===== src/rtl/hazard_detection_unit_pkg.sv =====
// Shared pipeline definitions for the hazard unit and its flush consumers.
package pipeline_pkg;

  typedef enum logic {
    RUN   = 1'b0,
    STALL = 1'b1
  } hz_state_t;

  localparam logic [4:0]  REG_X0 = 5'd0;
  // addi x0, x0, 0: what IF_ID / ID_EXE hold after a flush.
  localparam logic [31:0] NOP    = 32'h0000_0013;

  function automatic logic src_collides(input logic       uses,
                                        input logic [4:0] rs,
                                        input logic [4:0] rd);
    return uses && (rs == rd);
  endfunction

endpackage


===== src/rtl/hazard_detection_unit_if.sv =====
// ID/EXE hazard-control bundle; master is the pipeline, slave is the hazard unit.
interface hazard_detection_unit_if #(
  parameter int unsigned CNT_W = 16
);
  logic [4:0]       rs1_IF_ID;
  logic [4:0]       rs2_IF_ID;
  logic             uses_rs1_IF_ID;
  logic             uses_rs2_IF_ID;
  logic [4:0]       rd_ID_EXE;
  logic             mem_read_ID_EXE;
  logic             branch_taken_EXE;
  logic             pc_write;
  logic             if_id_write;
  logic             id_exe_bubble;
  logic             if_id_flush;
  logic             id_exe_flush;
  logic [CNT_W-1:0] stall_count;
  logic [CNT_W-1:0] flush_count;

  modport master (
    output rs1_IF_ID, rs2_IF_ID, uses_rs1_IF_ID, uses_rs2_IF_ID,
           rd_ID_EXE, mem_read_ID_EXE, branch_taken_EXE,
    input  pc_write, if_id_write, id_exe_bubble, if_id_flush, id_exe_flush,
           stall_count, flush_count
  );

  modport slave (
    input  rs1_IF_ID, rs2_IF_ID, uses_rs1_IF_ID, uses_rs2_IF_ID,
           rd_ID_EXE, mem_read_ID_EXE, branch_taken_EXE,
    output pc_write, if_id_write, id_exe_bubble, if_id_flush, id_exe_flush,
           stall_count, flush_count
  );
endinterface


===== src/rtl/hazard_detection_unit_sat_counter.sv =====
// Saturating up-counter with asynchronous active-high clear.
module sat_counter #(
  parameter int unsigned CNT_W = 16
) (
  input  logic             clk,
  input  logic             arst,
  input  logic             i_inc,
  output logic [CNT_W-1:0] o_count
);
  logic [CNT_W-1:0] r_count;

  always_ff @(posedge clk or posedge arst) begin
    if (arst) begin
      r_count <= '0;
    end else if (i_inc && (r_count != '1)) begin
      r_count <= r_count + 1'b1;
    end
  end

  assign o_count = r_count;
endmodule


===== src/rtl/hazard_detection_unit.sv =====
// Load-use stall and taken-branch flush controller with stall/flush counters.
module hazard_detection_unit
  import pipeline_pkg::*;
#(
  parameter int unsigned STALL_CYCLES = 1,
  parameter int unsigned CNT_W        = 16
) (
  input  logic                   clk,
  input  logic                   arst,
  hazard_detection_unit_if.slave hdu
);
  hz_state_t  r_state;
  logic [2:0] r_bubble_cnt;

  hz_state_t  w_next_state;
  logic [2:0] w_next_cnt;
  logic       w_hz;
  logic       w_stall_inc;
  logic       w_flush_inc;
  logic       w_pc_write;
  logic       w_if_id_write;
  logic       w_bubble;
  logic       w_flush;

  assign w_hz = hdu.mem_read_ID_EXE && (hdu.rd_ID_EXE != REG_X0) &&
                (src_collides(hdu.uses_rs1_IF_ID, hdu.rs1_IF_ID, hdu.rd_ID_EXE) ||
                 src_collides(hdu.uses_rs2_IF_ID, hdu.rs2_IF_ID, hdu.rd_ID_EXE));

  // Outputs are Mealy; arst forces pass-through so reset acts without a clock.
  always_comb begin
    w_next_state  = r_state;
    w_next_cnt    = r_bubble_cnt;
    w_stall_inc   = 1'b0;
    w_flush_inc   = 1'b0;
    w_pc_write    = 1'b1;
    w_if_id_write = 1'b1;
    w_bubble      = 1'b0;
    w_flush       = 1'b0;
    if (!arst) begin
      unique case (r_state)
        RUN: begin
          if (hdu.branch_taken_EXE) begin
            w_flush     = 1'b1;
            w_flush_inc = 1'b1;
          end else if (w_hz) begin
            w_pc_write    = 1'b0;
            w_if_id_write = 1'b0;
            w_bubble      = 1'b1;
            w_stall_inc   = 1'b1;
            if (STALL_CYCLES > 1) begin
              w_next_state = STALL;
              w_next_cnt   = 3'(STALL_CYCLES - 1);
            end
          end
        end
        STALL: begin
          if (hdu.branch_taken_EXE) begin
            w_flush      = 1'b1;
            w_flush_inc  = 1'b1;
            w_next_state = RUN;
            w_next_cnt   = '0;
          end else begin
            w_pc_write    = 1'b0;
            w_if_id_write = 1'b0;
            w_bubble      = 1'b1;
            w_stall_inc   = 1'b1;
            w_next_cnt    = r_bubble_cnt - 3'd1;
            if (r_bubble_cnt == 3'd1) begin
              w_next_state = RUN;
            end
          end
        end
        default: w_next_state = RUN;
      endcase
    end
  end

  always_ff @(posedge clk or posedge arst) begin
    if (arst) begin
      r_state      <= RUN;
      r_bubble_cnt <= '0;
    end else begin
      r_state      <= w_next_state;
      r_bubble_cnt <= w_next_cnt;
    end
  end

  assign hdu.pc_write      = w_pc_write;
  assign hdu.if_id_write   = w_if_id_write;
  assign hdu.id_exe_bubble = w_bubble;
  assign hdu.if_id_flush   = w_flush;
  assign hdu.id_exe_flush  = w_flush;

  sat_counter #(.CNT_W(CNT_W)) u_stall_cnt (
    .clk     (clk),
    .arst    (arst),
    .i_inc   (w_stall_inc),
    .o_count (hdu.stall_count)
  );

  sat_counter #(.CNT_W(CNT_W)) u_flush_cnt (
    .clk     (clk),
    .arst    (arst),
    .i_inc   (w_flush_inc),
    .o_count (hdu.flush_count)
  );
endmodule


===== src/flat_wrapper.sv =====
// flat-port wrapper written by rule: the top's interface ports become plain ports
module hazard_detection_unit_flat import pipeline_pkg::*;
#(
  parameter int unsigned STALL_CYCLES = 1,
  parameter int unsigned CNT_W        = 16
)
  (clk, arst, hdu_rs1_IF_ID, hdu_rs2_IF_ID, hdu_uses_rs1_IF_ID, hdu_uses_rs2_IF_ID, hdu_rd_ID_EXE, hdu_mem_read_ID_EXE, hdu_branch_taken_EXE, hdu_pc_write, hdu_if_id_write, hdu_id_exe_bubble, hdu_if_id_flush, hdu_id_exe_flush, hdu_stall_count, hdu_flush_count);
  hazard_detection_unit_if #(.CNT_W(CNT_W)) hdu_i ();
  input  logic clk;
  input  logic arst;
  input wire logic [$bits(hdu_i.rs1_IF_ID)-1:0] hdu_rs1_IF_ID;
  input wire logic [$bits(hdu_i.rs2_IF_ID)-1:0] hdu_rs2_IF_ID;
  input wire logic [$bits(hdu_i.uses_rs1_IF_ID)-1:0] hdu_uses_rs1_IF_ID;
  input wire logic [$bits(hdu_i.uses_rs2_IF_ID)-1:0] hdu_uses_rs2_IF_ID;
  input wire logic [$bits(hdu_i.rd_ID_EXE)-1:0] hdu_rd_ID_EXE;
  input wire logic [$bits(hdu_i.mem_read_ID_EXE)-1:0] hdu_mem_read_ID_EXE;
  input wire logic [$bits(hdu_i.branch_taken_EXE)-1:0] hdu_branch_taken_EXE;
  output wire logic [$bits(hdu_i.pc_write)-1:0] hdu_pc_write;
  output wire logic [$bits(hdu_i.if_id_write)-1:0] hdu_if_id_write;
  output wire logic [$bits(hdu_i.id_exe_bubble)-1:0] hdu_id_exe_bubble;
  output wire logic [$bits(hdu_i.if_id_flush)-1:0] hdu_if_id_flush;
  output wire logic [$bits(hdu_i.id_exe_flush)-1:0] hdu_id_exe_flush;
  output wire logic [$bits(hdu_i.stall_count)-1:0] hdu_stall_count;
  output wire logic [$bits(hdu_i.flush_count)-1:0] hdu_flush_count;
  assign hdu_i.rs1_IF_ID = hdu_rs1_IF_ID;
  assign hdu_i.rs2_IF_ID = hdu_rs2_IF_ID;
  assign hdu_i.uses_rs1_IF_ID = hdu_uses_rs1_IF_ID;
  assign hdu_i.uses_rs2_IF_ID = hdu_uses_rs2_IF_ID;
  assign hdu_i.rd_ID_EXE = hdu_rd_ID_EXE;
  assign hdu_i.mem_read_ID_EXE = hdu_mem_read_ID_EXE;
  assign hdu_i.branch_taken_EXE = hdu_branch_taken_EXE;
  assign hdu_pc_write = hdu_i.pc_write;
  assign hdu_if_id_write = hdu_i.if_id_write;
  assign hdu_id_exe_bubble = hdu_i.id_exe_bubble;
  assign hdu_if_id_flush = hdu_i.if_id_flush;
  assign hdu_id_exe_flush = hdu_i.id_exe_flush;
  assign hdu_stall_count = hdu_i.stall_count;
  assign hdu_flush_count = hdu_i.flush_count;
  hazard_detection_unit #(.STALL_CYCLES(STALL_CYCLES), .CNT_W(CNT_W)) u_core (.clk(clk), .arst(arst), .hdu(hdu_i));
endmodule

===== config.mk =====
export PLATFORM = sky130hd
export DESIGN_NAME = hazard_detection_unit_flat
export DESIGN_NICKNAME = d
export VERILOG_FILES = /design/src/rtl/hazard_detection_unit_pkg.sv /design/src/rtl/hazard_detection_unit_if.sv /design/src/rtl/hazard_detection_unit_sat_counter.sv /design/src/rtl/hazard_detection_unit.sv /design/src/flat_wrapper.sv
export SDC_FILE = /design/constraint.sdc
export NUM_CORES = 1
export LEC_CHECK = 0
export BUFFER_PORTS_ARGS = -buffer_cell sky130_fd_sc_hd__buf_2
export CORE_ASPECT_RATIO = 1.1
export CORE_MARGIN = 2
export CORE_UTILIZATION = 40
export DETAILED_ROUTE_END_ITERATION = 12
export GPL_TIMING_DRIVEN = 0
export PLACE_DENSITY_LB_ADDON = 0.12
export RECOVER_POWER = 25
export SLEW_MARGIN = 20
export SYNTH_ARGS = -nofsm -noshare
export SYNTH_HDL_FRONTEND = slang
export SYNTH_HIERARCHICAL = 1
export SYNTH_SLANG_ARGS = --single-unit

===== constraint.sdc =====
create_clock -name clk -period 1.6 [get_ports clk]
set_input_delay 0.16 -clock clk [delete_from_list [all_inputs] [get_ports clk]]
set_output_delay 0.16 -clock clk [all_outputs]
set_load 0.01 [all_outputs]

======== Word-level counts from Yosys, hierarchy flattened ========
Index checks and enable logic that the tools add are counted.
word-level totals
  register bits after elaboration ......... 36
  input port bits ......................... 21
  output and inout port bits .............. 37
  word-level logic and storage cells ...... 38
operators by class
  $add $sub $neg .......................... 3
  eq/ne operators ......................... 5
  multiplexer cells ....................... 15
  bitwise logic cells ..................... 2
  reductions and logical operators ........ 9
operators by type and width
  kind                                                  number
  adder 16 x 1 -> 16 bit (second input constant)        2
  inequality test 16 bit (second input constant)        2
  two-way mux 1 bit                                     12
  equality test 5 bit                                   2
  logical AND 1 bit                                     6
  nonzero test 5 bit                                    1
  case mux 1 bit (2 select lines)                       2
  equality test 3 x 1 -> 1 bit (second input constant)  1
  two-way mux 3 bit                                     1
  subtractor 3 x 1 -> 3 bit (second input constant)     1
  inverter 1 bit                                        2
  AND reduction 2 bit                                   1
  logical OR 1 bit                                      1

======== Depth between registers and ports, before layout ========
Gate-level depths: netlist of the first run.
  word-level depth ........................ 9
  gate-level depth with buffers ........... 8
  gate-level depth less buffers ........... 8

======== Modules after synthesis ========
The synthesis of the first run kept the hierarchy.
modules (own cells, without submodules)
  module                 instances  cells each  area each (um^2)  sequential area each (um^2)
  sat_counter            2          71          805.8             400.4
  hazard_detection_unit  1          45          375.4             100.1

======== Worst setup path before layout of the first run ========
OpenSTA, ideal clock, no wires.
  kind .................................... input to register
  start ................................... input hdu_rd_ID_EXE[0]
  end ..................................... register u_core.u_stall_cnt.r_count[14], in the netlist u_core/u_stall_cnt/o_count[14]
  setup time .............................. 0.125 ns
  arrival ................................. 1.780 ns
  data required time ...................... 1.475 ns
  path slack .............................. -0.305 ns
  stages on the path ...................... 7
  buffers on the path ..................... 0
  cells stage by stage .................... or3_1 > o311a_1 > a22o_1 > and4_1 > nand3_1 > nor2_1 > mux2_2
on the way
  word-level cells in the longest chain between the ends .. 9
  elaborated cells between the ends (all ways) .. 13
  classes of those cells .................. eq/ne (2); mux (4); reduce/logical (7)
RTL lines
  item                               line                                     source
  start: declaration                 flat_wrapper.sv:15                       input wire logic [$bits(hdu_i.rd_ID_EXE)-1:0] hdu_rd_ID_EXE;
  equality test 5 bit                hazard_detection_unit_pkg.sv:16          return uses && (rs == rd);
  logical AND 1 bit                  hazard_detection_unit_pkg.sv:16
  logical OR 1 bit                   hazard_detection_unit.sv:26              (src_collides(hdu.uses_rs1_IF_ID, hdu.rs1_IF_ID, hdu.rd_ID_EXE) ||
  logical AND 1 bit *                hazard_detection_unit.sv:25              assign w_hz = hdu.mem_read_ID_EXE && (hdu.rd_ID_EXE != REG_X0) &&
  two-way mux 1 bit * (2 in a row)   --
  case mux 1 bit (2 select lines) *  --
  two-way mux 1 bit *                --
  net hdu_id_exe_bubble              flat_wrapper.sv:20                       output wire logic [$bits(hdu_i.id_exe_bubble)-1:0] hdu_id_exe_bubble;
  logical AND 1 bit *                hazard_detection_unit_sat_counter.sv:15  end else if (i_inc && (r_count != '1)) begin
  end signal: assignment             hazard_detection_unit_sat_counter.sv:16  r_count <= r_count + 1'b1;
  end: declaration                   hazard_detection_unit_sat_counter.sv:10  logic [CNT_W-1:0] r_count;
The timed path passes the listed nets; every way through them passes the cells marked *.
A chain may end at the register's enable or synchronous reset.

======== Final worst setup path of the first run ========
  start ................................... input hdu_rd_ID_EXE[2]
  end ..................................... register u_core.u_stall_cnt.r_count[1], in the netlist u_core/u_stall_cnt/o_count[1]
on the way
  word-level cells in the longest chain between the ends .. 9
  elaborated cells between the ends (all ways) .. 13
  classes of those cells .................. eq/ne (2); mux (4); reduce/logical (7)
RTL lines
  item                               line                                     source
  equality test 5 bit                hazard_detection_unit_pkg.sv:16
  logical AND 1 bit                  hazard_detection_unit_pkg.sv:16
  logical OR 1 bit                   hazard_detection_unit.sv:26
  logical AND 1 bit *                hazard_detection_unit.sv:25
  two-way mux 1 bit *                hazard_detection_unit.sv:45              end else if (w_hz) begin
  two-way mux 1 bit *                hazard_detection_unit.sv:42              if (hdu.branch_taken_EXE) begin
  case mux 1 bit (2 select lines) *  hazard_detection_unit.sv:40              unique case (r_state)
  two-way mux 1 bit *                hazard_detection_unit.sv:39              if (!arst) begin
  logical AND 1 bit *                hazard_detection_unit_sat_counter.sv:15
Every way passes the cells marked *; elsewhere a longest branch is shown, timed or not.

==> results by group, run 1 <==
Pwr
  – Clock power share: 0.351
  – Combinational share of power: 0.205
  – IR drop worst, VDD: 0.498 mV
  – Register share of total power: 0.444
  – Internal cell power: 0.00180 W
  – Pwr/cell area: 891 mW/mm2
  – Switching Share: 0.266
  – P_leak: 1.36 nW
  – Sw Pwr: 0.000653 W

Global routing
  – Largest net degree at the start of global routing: 17
  – Global Route Usage Sum: 0.166
  – Total gr overflow: 0
  – Initial antenna violation count: 0
  – Vias in the first global route: 1596
  – Global-route wire length before repair: 7.35 mm

Cells and area
  – Layout area overhead: 38.6%
  – Layout cells sized above 1: 0.447
  – Layout Nets: 288
  – Fin util: 0.584
  – Antenna diodes: 0

Logic synthesis
  – Mean Syn Cell Area: 10.6 um2
  – Post-Synth Simple-Gate Area: 0.278
  – YS warnings: 6
  – Synth cell types: 33
  – Top cells by count, synth: 36 x dfrtp_1, 32 x xnor2_1, 17 x nand2_1
  – Seq/Total Area, Yosys: 0.453
  – Async SR Flop Fraction: 1.00
  – Synth top area share: 0.453
  – Synth Flop Type: dfrtp_1
  – Synth Area in XOR/XNOR: 0.141
  – Main combinational cell family by area after synthesis: simple AND/OR/NAND/NOR gates
  – Count leader, synth: dfrtp_1
  – Syn nets: 212
  – Post-Synthesis Cell Area: 0.00199 mm2
  – Post-Synthesis Cells: 187
  – Yosys reg bits: 36
  – Yosys top cell by area: dfrtp_1
  – Post-synthesis adder-cell area fraction: 0.0252
  – Synth area leaders: dfrtp_1 45%, xnor2_1 14%, nand4_1 3.8%
  – Compound-Gate Fraction of Synth Area: 0.0504
  – Post-synth EDFFs: 0
  – Multiplexer share of the synthesized area: 0.0327

Timing
  – F_max: 607 MHz
  – Final WS setup: -0.0481 ns
  – Final Cycle Share: 1.03
  – Min Tclk post-route: 1.65 ns
  – RSZ-0062 raised after global routing: true
  – Worst hold slack: 0.0439 ns
  – Slew Viols, Final: 0
  – Final Hold Fails: 0
  – Clock skew: 0.00192 ns
  – Setup TNS: -0.153 ns
  – Setup violations, final: 5
  – Slew HR: 0.583
  – Worst slew pin tran: 0.624 ns

Route
  – Iter 0 DRT Violations: 57
  – First-pass DRT Iterations: 4
  – Vias: 1689
  – Residual DRC: 0
  – Post-route ant nets: 0
  – Avg WL per Cell: 13.8 um
  – Via density: 5.28
  – Detailed Route WL: 4.43 mm

Floorplan
  – Die height: 77.9 um
  – Initial Utilization: 0.421
  – Die area: 0.00555 mm2
  – # rows: 26
  – IO Count: 58
  – Area of the core: 0.00472 mm2
  – Die W: 71.2 um

Critical path
  – CP max stage delay: 0.38 ns
  – Crit path max-delay family: compound AO/OA/AOI/OAI gates
  – CP max stage cell: or3_4
  – Crit end category: register
  – Critical path, cell by cell: buf_8, or3_4, o311a_1, a22o_4, buf_12, buf_4, nand2_4, mux2_4
  – CP Buf/Inv Count: 3
  – Crit Path Class: primary input to register
  – Reg2reg start: u_core/u_stall_cnt/o_count[4]
  – Arrival @ worst endpoint: 1.82 ns
  – Crit-path max FO: 5
  – CP startpoint kind: primary input
  – Crit. Startpoint: hdu_rd_ID_EXE[2]
  – Worst path required time: 1.77 ns

CTS
  – Clock Path Buffers: 2
  – H-tree levels: 2
  – Reg clk slew, reported paths: 0.07 ns
  – CTS Buf Count: 5
  – CTS tree: yes
  – Clock latency on the worst-skew pair: 0.28 ns
  – Clock Sinks: 36
  – CTS Root Cell: clkbuf_8

Min path
  – HP Class: primary input to asynchronous set/reset pin

Placed design
  – Hpwl dp: 3.09 mm
  – Buffers on Ports: 57
  – Gp weighted congestion: 0.738

Run
  – Max cap viols: 0

Outcome
  – Failing checks: setup timing
  – Status: complete, but fails checks
-- flip-flops by register name, indices dropped and copies added, names as in the netlist --
signal,flops
u_core/r_bubble_cnt,3
u_core/r_state,1
u_core/u_flush_cnt/o_count,16
u_core/u_stall_cnt/o_count,16
-- cell type report --
class	count	area [um2]
Fill cell	403	1960
Multi-Input combinational cell	143	1180
Sequential cell	36	903
Timing Repair Buffer	69	440
Clock buffer	7	96.3
Tap cell	56	70.1
Clock inverter	1	30.0
Inverter	6	22.5
Buffer	2	15.0
-- cell families (layout without fill, tap and decap cells) --
logic type,after synthesis,count (layout)
XOR/XNOR,32,32
flip-flops,36,36
AND/OR/NAND/NOR,86,86
AO/OA/AOI/OAI,15,15
multiplexers,6,6
buffers and inverters,8,85
adder cells (fa/ha/maj),4,4
-- worst reg2reg max path, cell delays in order, from the launching register on --
cell	delay [ns]
dfrtp_1	0.48
and4_2	0.36
nand4_4	0.20
nand2_4	0.14
mux2_4	0.29
-- stage by stage --
step	total power (W)	std cells	setup WS (ns)	area (um2)
2_1_floorplan	0.00134	187	-0.179	2000
3_3_place_gp	0.00150	300	-0.381	2360
3_5_place_dp	0.00151	300	-0.403	2360
4_1_cts	0.00245	315	-0.0563	2610
5_1_grt	0.00260	320	-0.151	2750
6_report	0.00245	320	-0.0481	2750
-- cells in the final DEF, fill, tap and decap left out, drive strengths merged, types with 2 or more instances in the layout --
cell type,instances
buf,69
dfrtp,36
xnor2,32
nand2,19
nand4,16
nand3,14
and3,10
clkbuf,8
nor2,8
and4,8
inv,6
a21oi,5
mux2,4
ha,4
nand2b,3
o21a,3
nor3,2
mux2i,2
nor4,2
and2,2
-- power by group through the flow --
| stage | sequential, W | combinational [W] | clock [W] |
|---|---|---|---|
| 2_1_floorplan | 0.00114 | 0.000193 | 0 |
| 3_3_place_gp | 0.00113 | 0.000375 | 0 |
| 3_5_place_dp | 0.00113 | 0.000381 | 0 |
| 4_1_cts | 0.00108 | 0.000476 | 0.000891 |
| 5_1_grt | 0.00111 | 0.000556 | 0.000933 |
| 6_report | 0.00109 | 0.000504 | 0.000860 |
-- layer usage --
metal	up-vias	track usage	part of all wire
met1	821	0.197	0.40
li1	827	-	-
met2	33	0.294	0.55
met3	8	0.0390	0.036
met5	-	0	0
met4	0	0.0509	0.017
-- worst paths after layout --
check,to,slack [ns],depth (start not counted)
max,u_core/u_stall_cnt/o_count[1],-0.05,8
min,u_core/u_stall_cnt/o_count[0],0.04,2
max reg2reg,u_core/u_stall_cnt/o_count[1],0.02,4
min reg2reg,u_core/r_bubble_cnt[1],0.48,2
max in group asynchronous,u_core/r_bubble_cnt[0],1.04,3
min in group clk,u_core/r_bubble_cnt[1],0.16,2
-- repair_timing --
action	4_1_cts	5_1_grt
setup endpoints to repair	6	18
setup buffers	6	5
cloned	0	0
resized for setup	15	25
hold endpoints to repair	4	0
hold buffers	1	0
pin swaps	6	15
Power figures use the tool's default switching activity.
==> run 2, diff against run 1 <==
PLACE_DENSITY = 0.67   (was not set)
PLACE_DENSITY_LB_ADDON = not set   (was 0.12)
TNS_END_PERCENT = 5   (was not set)
==> results by group, run 2 (same netlist as run 1, synthesis figures left out) <==
Critical path
  – Reg2reg start: u_core/u_stall_cnt/o_count[1] (was u_core/u_stall_cnt/o_count[4])
  – Crit end category: register (unchanged)
  – Arrival @ worst endpoint: 1.81 ns (was 1.82 ns)
  – CP startpoint kind: primary input (unchanged)
  – R2r worst-path depth: 5 (was 4)
  – Crit Path Class: primary input to register (unchanged)
  – Worst R2R End: u_core/u_stall_cnt/o_count[1] (unchanged)
  – Crit-path max FO: 7 (was 5)
  – Crit. Startpoint: hdu_rd_ID_EXE[0] (was hdu_rd_ID_EXE[2])
  – Worst path required time: 1.77 ns (about the same)
  – Reg2reg setup slack: 0 ns (was 0.02 ns)

Global routing
  – Global-route wire length before repair: 7.00 mm (was 7.35 mm)
  – Vias in the first global route: 1549 (was 1596)
  – Largest net degree at the start of global routing: 17 (unchanged)
  – Initial antenna violation count: 0 (unchanged)
  – Total gr overflow: 0 (unchanged)
  – Global Route Usage Sum: 0.154 (was 0.166)

Run
  – Max cap viols: 0 (unchanged)

Route
  – Residual DRC: 0 (unchanged)
  – Via density: 5.27 (was 5.28)
  – Avg WL per Cell: 13.2 um (was 13.8 um)
  – First-pass DRT Iterations: 4 (unchanged)
  – Vias: 1624 (was 1689)
  – Post-route ant nets: 0 (unchanged)
  – Detailed Route WL: 4.06 mm (was 4.43 mm)
  – Iter 0 DRT Violations: 67 (was 57)

Placed design
  – Gp weighted congestion: 0.743 (was 0.738)
  – Hpwl dp: 2.96 mm (was 3.09 mm)
  – Buffers on Ports: 57 (unchanged)

CTS
  – CTS tree: yes (unchanged)
  – CTS Root Cell: clkbuf_8 (unchanged)
  – Clock Path Buffers: 2 (unchanged)
  – CTS Buf Count: 5 (unchanged)
  – Clock latency on the worst-skew pair: 0.28 ns (about the same)
  – Setup Buffers After CTS: 0 (was 6)
  – Reg clk slew, reported paths: 0.07 ns (about the same)
  – H-tree levels: 2 (unchanged)
  – Clock Sinks: 36 (unchanged)

Floorplan
  – # rows: 26 (unchanged)
  – IO Count: 58 (unchanged)
  – Die W: 71.2 um (unchanged)
  – Initial Utilization: 0.421 (unchanged)
  – Die area: 0.00555 mm2 (unchanged)
  – Area of the core: 0.00472 mm2 (unchanged)
  – Die height: 77.9 um (unchanged)

Cells and area
  – Layout Nets: 277 (was 288)
  – Filler cell count: 427 (was 403)
  – Most frequent cells in the layout: 55 x buf_2, 32 x xnor2_1, 32 x dfrtp_1 (was 49 x buf_2, 34 x dfrtp_1, 26 x xnor2_1)
  – Fin util: 0.535 (was 0.584)
  – Layout area overhead: 27.1% (was 38.6%)
  – Layout cells sized above 1: 0.397 (was 0.447)
  – Commonest non-fill, non-tap cell in the layout: buf_2 (unchanged)
  – Antenna diodes: 0 (unchanged)

Timing
  – Slew HR: 0.588 (was 0.583)
  – Clock skew: 0.00353 ns (was 0.00192 ns)
  – Final Cycle Share: 1.03 (about the same)
  – Worst slew pin tran: 0.618 ns (was 0.624 ns)
  – RSZ-0062 raised after global routing: true (unchanged)
  – Final Hold Fails: 7 (was 0)
  – F_max: 608 MHz (was 607 MHz)
  – Final WS setup: -0.0449 ns (was -0.0481 ns)
  – Min Tclk post-route: 1.64 ns (was 1.65 ns)
  – Worst hold slack: -0.00439 ns (was 0.0439 ns)
  – Slew Viols, Final: 0 (unchanged)
  – Setup violations, final: 1 (was 5)

Pwr
  – Pwr/cell area: 853 mW/mm2 (was 891 mW/mm2)
  – Pwr Total: 0.00215 W (was 0.00245 W)
  – P_leak: 1.23 nW (was 1.36 nW)
  – IR drop worst, VDD: 0.386 mV (was 0.498 mV)

Outcome
  – Status: complete, but fails checks (unchanged)
  – Failing checks: hold timing, setup timing (was setup timing)

Min path
  – HP Class: primary input to asynchronous set/reset pin (unchanged)
run 2: cell types whose count changed in the layout (fill, tap and decap cells not counted), moves of 6 or more:
cell     delta
buf_2       +6
buf_4       -9
buf_6       -6
xnor2_1     +6
xnor2_2     -6
run 2: power breakdown:
part / switching (W) / total, W / leakage [nW] / internal [W]
Clock: 0.000301 / 0.000597 / 0.0410 / 0.000296
Combinational: 0.000204 / 0.000424 / 0.705 / 0.000220
Sequential: 0.000137 / 0.00113 / 0.486 / 0.000997
Total: 0.000642 / 0.00215 / 1.23 / 0.00151
run 2: stage by stage:
step / instances / hold slack [ns] / area [um2] / setup slack [ns] / TNS (ns)
after floorplan: 187 / -0.0739 / 2000 / -0.179 / -0.387
after global placement: 300 / 0.106 / 2360 / -0.365 / -3.52
after detailed placement: 300 / 0.107 / 2360 / -0.388 / -4.18
after CTS: 308 / 0.00314 / 2460 / -0.0723 / -0.223
after global routing: 308 / 0.0674 / 2520 / -0.0949 / -0.300
final: 308 / -0.00439 / 2520 / -0.0449 / -0.0449
run 2: how the worst max path moves through the flow:
stage	to	slack (ns)
after floorplan	u_core/u_stall_cnt/o_count[14]	-0.18
after CTS	u_core/u_stall_cnt/o_count[14]	-0.07
after detailed placement	u_core/u_stall_cnt/o_count[14]	-0.39
after global routing	u_core/u_stall_cnt/o_count[14]	-0.09
final	u_core/u_stall_cnt/o_count[14]	-0.04
after global placement	u_core/u_stall_cnt/o_count[14]	-0.36
run 2: critical path: stages:
cell and delay, ns:
buf_8 0.10, or3_4 0.37, o311a_1 0.32, a22o_4 0.26
and4_4 0.20, nand3_2 0.09, nor2_1 0.05, mux2_2 0.26
run 2: layer usage:
layer,part of all wire,GRT usage,wire [um]
met1,0.44,0.203,1780
met2,0.50,0.251,2030
met3,0.052,0.0364,211
met4,0.0084,0.0453,34
met5,0,0,0
run 2: area by class of cell:
| cell class | count | area, um2 | area share |
|---|---|---|---|
| Multi-Input combinational cell | 143 | 1120 | 0.445 |
| Sequential cell | 36 | 906 | 0.359 |
| Timing Repair Buffer | 58 | 312 | 0.123 |
| Clock buffer | 6 | 72.6 | 0.0287 |
| Tap cell | 56 | 70.1 | 0.0278 |
| Inverter | 6 | 22.5 | 0.00892 |
| Buffer | 2 | 15.0 | 0.00595 |
| Clock inverter | 1 | 5.00 | 0.00198 |
run 2: what timing repair did:
item	4_1_cts	5_1_grt
pin swaps	4	3
endpoints found under the hold margin	4	0
setup endpoints to repair	6	14
resized for setup	6	18
hold buffers	1	0
==> run 3, diff against run 2 <==
RECOVER_POWER = not set   (was 25)
SLEW_MARGIN = not set   (was 20)
SYNTH_HIERARCHICAL = not set   (was 1)
==> results by group, run 3 <==
Run
  – Max cap viols: 0 (unchanged)

Logic synthesis
  – Top cells by count, synth: 36 x dfrtp_1, 28 x xnor2_1, 16 x nand3_1 (was 36 x dfrtp_1, 32 x xnor2_1, 17 x nand2_1)
  – Yosys reg bits: 36 (unchanged)
  – Post-synthesis adder-cell area fraction: 0.0264 (was 0.0252)
  – Synth cell types: 37 (was 33)
  – Syn nets: 200 (was 212)
  – Async SR Flop Fraction: 1.00 (unchanged)
  – Count leader, synth: dfrtp_1 (unchanged)
  – Synth area leaders: dfrtp_1 48%, xnor2_1 13%, xor2_1 5.1% (was dfrtp_1 45%, xnor2_1 14%, nand4_1 3.8%)
  – Mean Syn Cell Area: 10.8 um2 (was 10.6 um2)
  – Synth Flop Type: dfrtp_1 (unchanged)
  – Multiplexer share of the synthesized area: 0.0198 (was 0.0327)
  – Post-synth EDFFs: 0 (unchanged)
  – Post-Synth Simple-Gate Area: 0.221 (was 0.278)
  – Synth Area in XOR/XNOR: 0.180 (was 0.141)
  – Seq/Total Area, Yosys: 0.476 (was 0.453)
  – Compound-Gate Fraction of Synth Area: 0.0529 (was 0.0504)
  – Post-Synthesis Cells: 175 (was 187)
  – Yosys top cell by area: dfrtp_1 (unchanged)
  – Synth top area share: 0.476 (was 0.453)
  – YS warnings: 0 (was 6)
  – Main combinational cell family by area after synthesis: simple AND/OR/NAND/NOR gates (unchanged)
  – Post-Synthesis Cell Area: 0.00189 mm2 (was 0.00199 mm2)

Global routing
  – Initial antenna violation count: 0 (unchanged)
  – Vias in the first global route: 1586 (was 1549)
  – Largest net degree at the start of global routing: 37 (was 17)
  – Global Route Usage Sum: 0.171 (was 0.154)
  – Global-route wire length before repair: 7.29 mm (was 7.00 mm)
  – Total gr overflow: 0 (unchanged)

Pwr
  – Register share of total power: 0.439 (was 0.526)
  – Pwr/cell area: 855 mW/mm2 (was 853 mW/mm2)
  – Switching Share: 0.266 (was 0.298)
  – Internal cell power: 0.00175 W (was 0.00151 W)
  – P_leak: 1.36 nW (was 1.23 nW)
  – Clock power share: 0.330 (was 0.277)
  – Combinational share of power: 0.232 (was 0.197)
  – Sw Pwr: 0.000634 W (was 0.000642 W)
  – IR drop worst, VDD: 0.614 mV (was 0.386 mV)

Timing
  – Setup TNS: -0.0684 ns (was -0.0449 ns)
  – F_max: 615 MHz (was 608 MHz)
  – Final Cycle Share: 1.02 (was 1.03)
  – Clock skew: 0.00411 ns (was 0.00353 ns)
  – RSZ-0062 raised after global routing: true (unchanged)
  – Slew HR: 0.499 (was 0.588)
  – Slew Viols, Final: 0 (unchanged)
  – Worst slew pin tran: 0.751 ns (was 0.618 ns)
  – Min Tclk post-route: 1.63 ns (was 1.64 ns)
  – Final WS setup: -0.0265 ns (was -0.0449 ns)
  – Setup violations, final: 4 (was 1)
  – Final Hold Fails: 0 (was 7)

Route
  – Via density: 5.04 (was 5.27)
  – Iter 0 DRT Violations: 79 (was 67)
  – Residual DRC: 0 (unchanged)
  – Vias: 1647 (was 1624)
  – Avg WL per Cell: 14.0 um (was 13.2 um)
  – Detailed Route WL: 4.59 mm (was 4.06 mm)
  – Post-route ant nets: 0 (unchanged)
  – First-pass DRT Iterations: 4 (unchanged)

CTS
  – Reg clk slew, reported paths: 0.07 ns (about the same)
  – CTS Buf Count: 5 (unchanged)
  – Clock latency on the worst-skew pair: 0.29 ns (was 0.28 ns)
  – CTS Root Cell: clkbuf_8 (unchanged)
  – H-tree levels: 2 (unchanged)
  – CTS tree: yes (unchanged)
  – Clock Sinks: 36 (unchanged)
  – Clock Path Buffers: 2 (unchanged)

Critical path
  – Reg2reg start: u_core.u_stall_cnt.o_count[2] (was u_core/u_stall_cnt/o_count[1])
  – Crit end category: register (unchanged)
  – Arrival @ worst endpoint: 1.80 ns (was 1.81 ns)
  – Reg2reg setup slack: -0.02 ns (was 0 ns)
  – Worst path required time: 1.77 ns (about the same)
  – CP startpoint kind: primary input (unchanged)
  – R2r worst-path depth: 6 (was 5)
  – Crit Path Class: primary input to register (unchanged)
  – Worst R2R End: u_core.u_stall_cnt.o_count[8] (was u_core/u_stall_cnt/o_count[1])
  – Crit-path max FO: 3 (was 7)

Outcome
  – Status: complete, but fails checks (unchanged)
  – Failing checks: setup timing (was hold timing, setup timing)

Cells and area
  – Layout area overhead: 47.3% (was 27.1%)
  – Design area: 0.00279 mm2 (was 0.00252 mm2)
  – Reg area: 902 um2 (was 906 um2)
  – Finished Layout Cells: 327 (was 308)
  – Multi-input gate area: 0.00109 mm2 (was 0.00112 mm2)
  – Filler cell count: 388 (was 427)
  – Most frequent cells in the layout: 50 x buf_2, 35 x dfrtp_1, 29 x buf_4 (was 55 x buf_2, 32 x xnor2_1, 32 x dfrtp_1)
  – Layout cells sized above 1: 0.494 (was 0.397)
  – Commonest non-fill, non-tap cell in the layout: buf_2 (unchanged)
  – Antenna diodes: 0 (unchanged)
  – Layout Nets: 295 (was 277)

Placed design
  – Hpwl dp: 2.85 mm (was 2.96 mm)
  – Placed instance area: 0.00227 mm2 (was 0.00236 mm2)
  – Buffers on Ports: 57 (unchanged)
  – Placed Instances: 288 (was 300)
  – Gp weighted congestion: 0.761 (was 0.743)

Floorplan
  – Die W: 69.6 um (was 71.2 um)
  – Die height: 76.2 um (was 77.9 um)
  – Initial Utilization: 0.413 (was 0.421)
  – IO Count: 58 (unchanged)
  – Area of the core: 0.00459 mm2 (was 0.00472 mm2)
  – Die area: 0.00530 mm2 (was 0.00555 mm2)
  – # rows: 26 (unchanged)

Min path
  – HP Class: primary input to asynchronous set/reset pin (unchanged)
run 3: changes by cell type after synthesis, sizes merged, moves of 3 or more:
cell / change
xnor2: -4
nand4: -7
a21oi: -4
nand2: -6
xor2: +11
and4: -4
nand3: +3
o21ai: +3
run 3: worst max-delay path, cell delays in order:
cell and delay (ns):
buf_6 0.09, xor2_2 0.16, nor4_2 0.30, a32oi_2 0.19, buf_4 0.17, o41ai_2 0.29, buf_4 0.18, nand3_1 0.11
xnor2_1 0.15
run 3: final cells by class:
type | instances | share of cell area
Multi-Input combinational cell | 132 | 0.391
Sequential cell | 36 | 0.324
Buffer | 3 | 0.0108
Clock inverter | 2 | 0.0126
Inverter | 5 | 0.00763
Timing Repair Buffer | 87 | 0.203
Tap cell | 56 | 0.0251
Clock buffer | 6 | 0.0260
run 3: what timing repair did:
item                       CTS  global route
hold buffers                 0             0
gates cloned                 1             0
gates resized for setup     34             8
pin swaps                   13            15
setup endpoints to repair   21            26
hold endpoints to repair     0             0
setup buffers               18            12
run 3: logic make-up after synthesis:
logic type               count (synthesis)
AO/OA/AOI/OAI                           12
flip-flops                              36
AND/OR/NAND/NOR                         73
buffers and inverters                    8
adder cells (fa/ha/maj)                  4
XOR/XNOR                                39
multiplexers                             3
run 3: worst max path at each step:
stage | startpoint | endpoint | slack [ns] | cells past startpoint
finish | hdu_rs2_IF_ID[1] | u_core.u_stall_cnt.o_count[8] | -0.03 | 9
floorplan | u_core.u_flush_cnt.o_count[0] | u_core.u_flush_cnt.o_count[1] | -0.03 | 5
detailed placement | hdu_rd_ID_EXE[3] | hdu_pc_write | -0.30 | 9
CTS | hdu_rd_ID_EXE[4] | hdu_id_exe_bubble | -0.03 | 7
global route | u_core.u_stall_cnt.o_count[0] | u_core.u_stall_cnt.o_count[14] | -0.12 | 6
global placement | hdu_rd_ID_EXE[3] | hdu_pc_write | -0.27 | 9
run 3: per-stage QoR:
stage          total power, W  hold WS [ns]  worst slack (ns)  utilization
2_1_floorplan         0.00132         0.259           -0.0297            -
3_3_place_gp          0.00147         0.435            -0.270        0.496
3_5_place_dp          0.00148         0.376            -0.295        0.496
4_1_cts               0.00239        0.0592           -0.0314        0.582
5_1_grt               0.00251         0.104            -0.121        0.608
6_report              0.00238        0.0354           -0.0265        0.608
run 3: per-layer routing:
metal,track usage,up-vias,share of wire
li1,-,804,-
met1,0.210,789,0.42
met2,0.285,45,0.51
met3,0.0503,9,0.052
met4,0.0588,0,0.015
met5,0,-,0
run 3: power by group through the flow:
stage	logic, W	clock network [W]	registers (W)
finish	0.000552	0.000786	0.00105
global route	0.000608	0.000847	0.00106
CTS	0.000534	0.000809	0.00104
detailed placement	0.000383	0	0.00110
global placement	0.000377	0	0.00109
floorplan	0.000193	0	0.00112
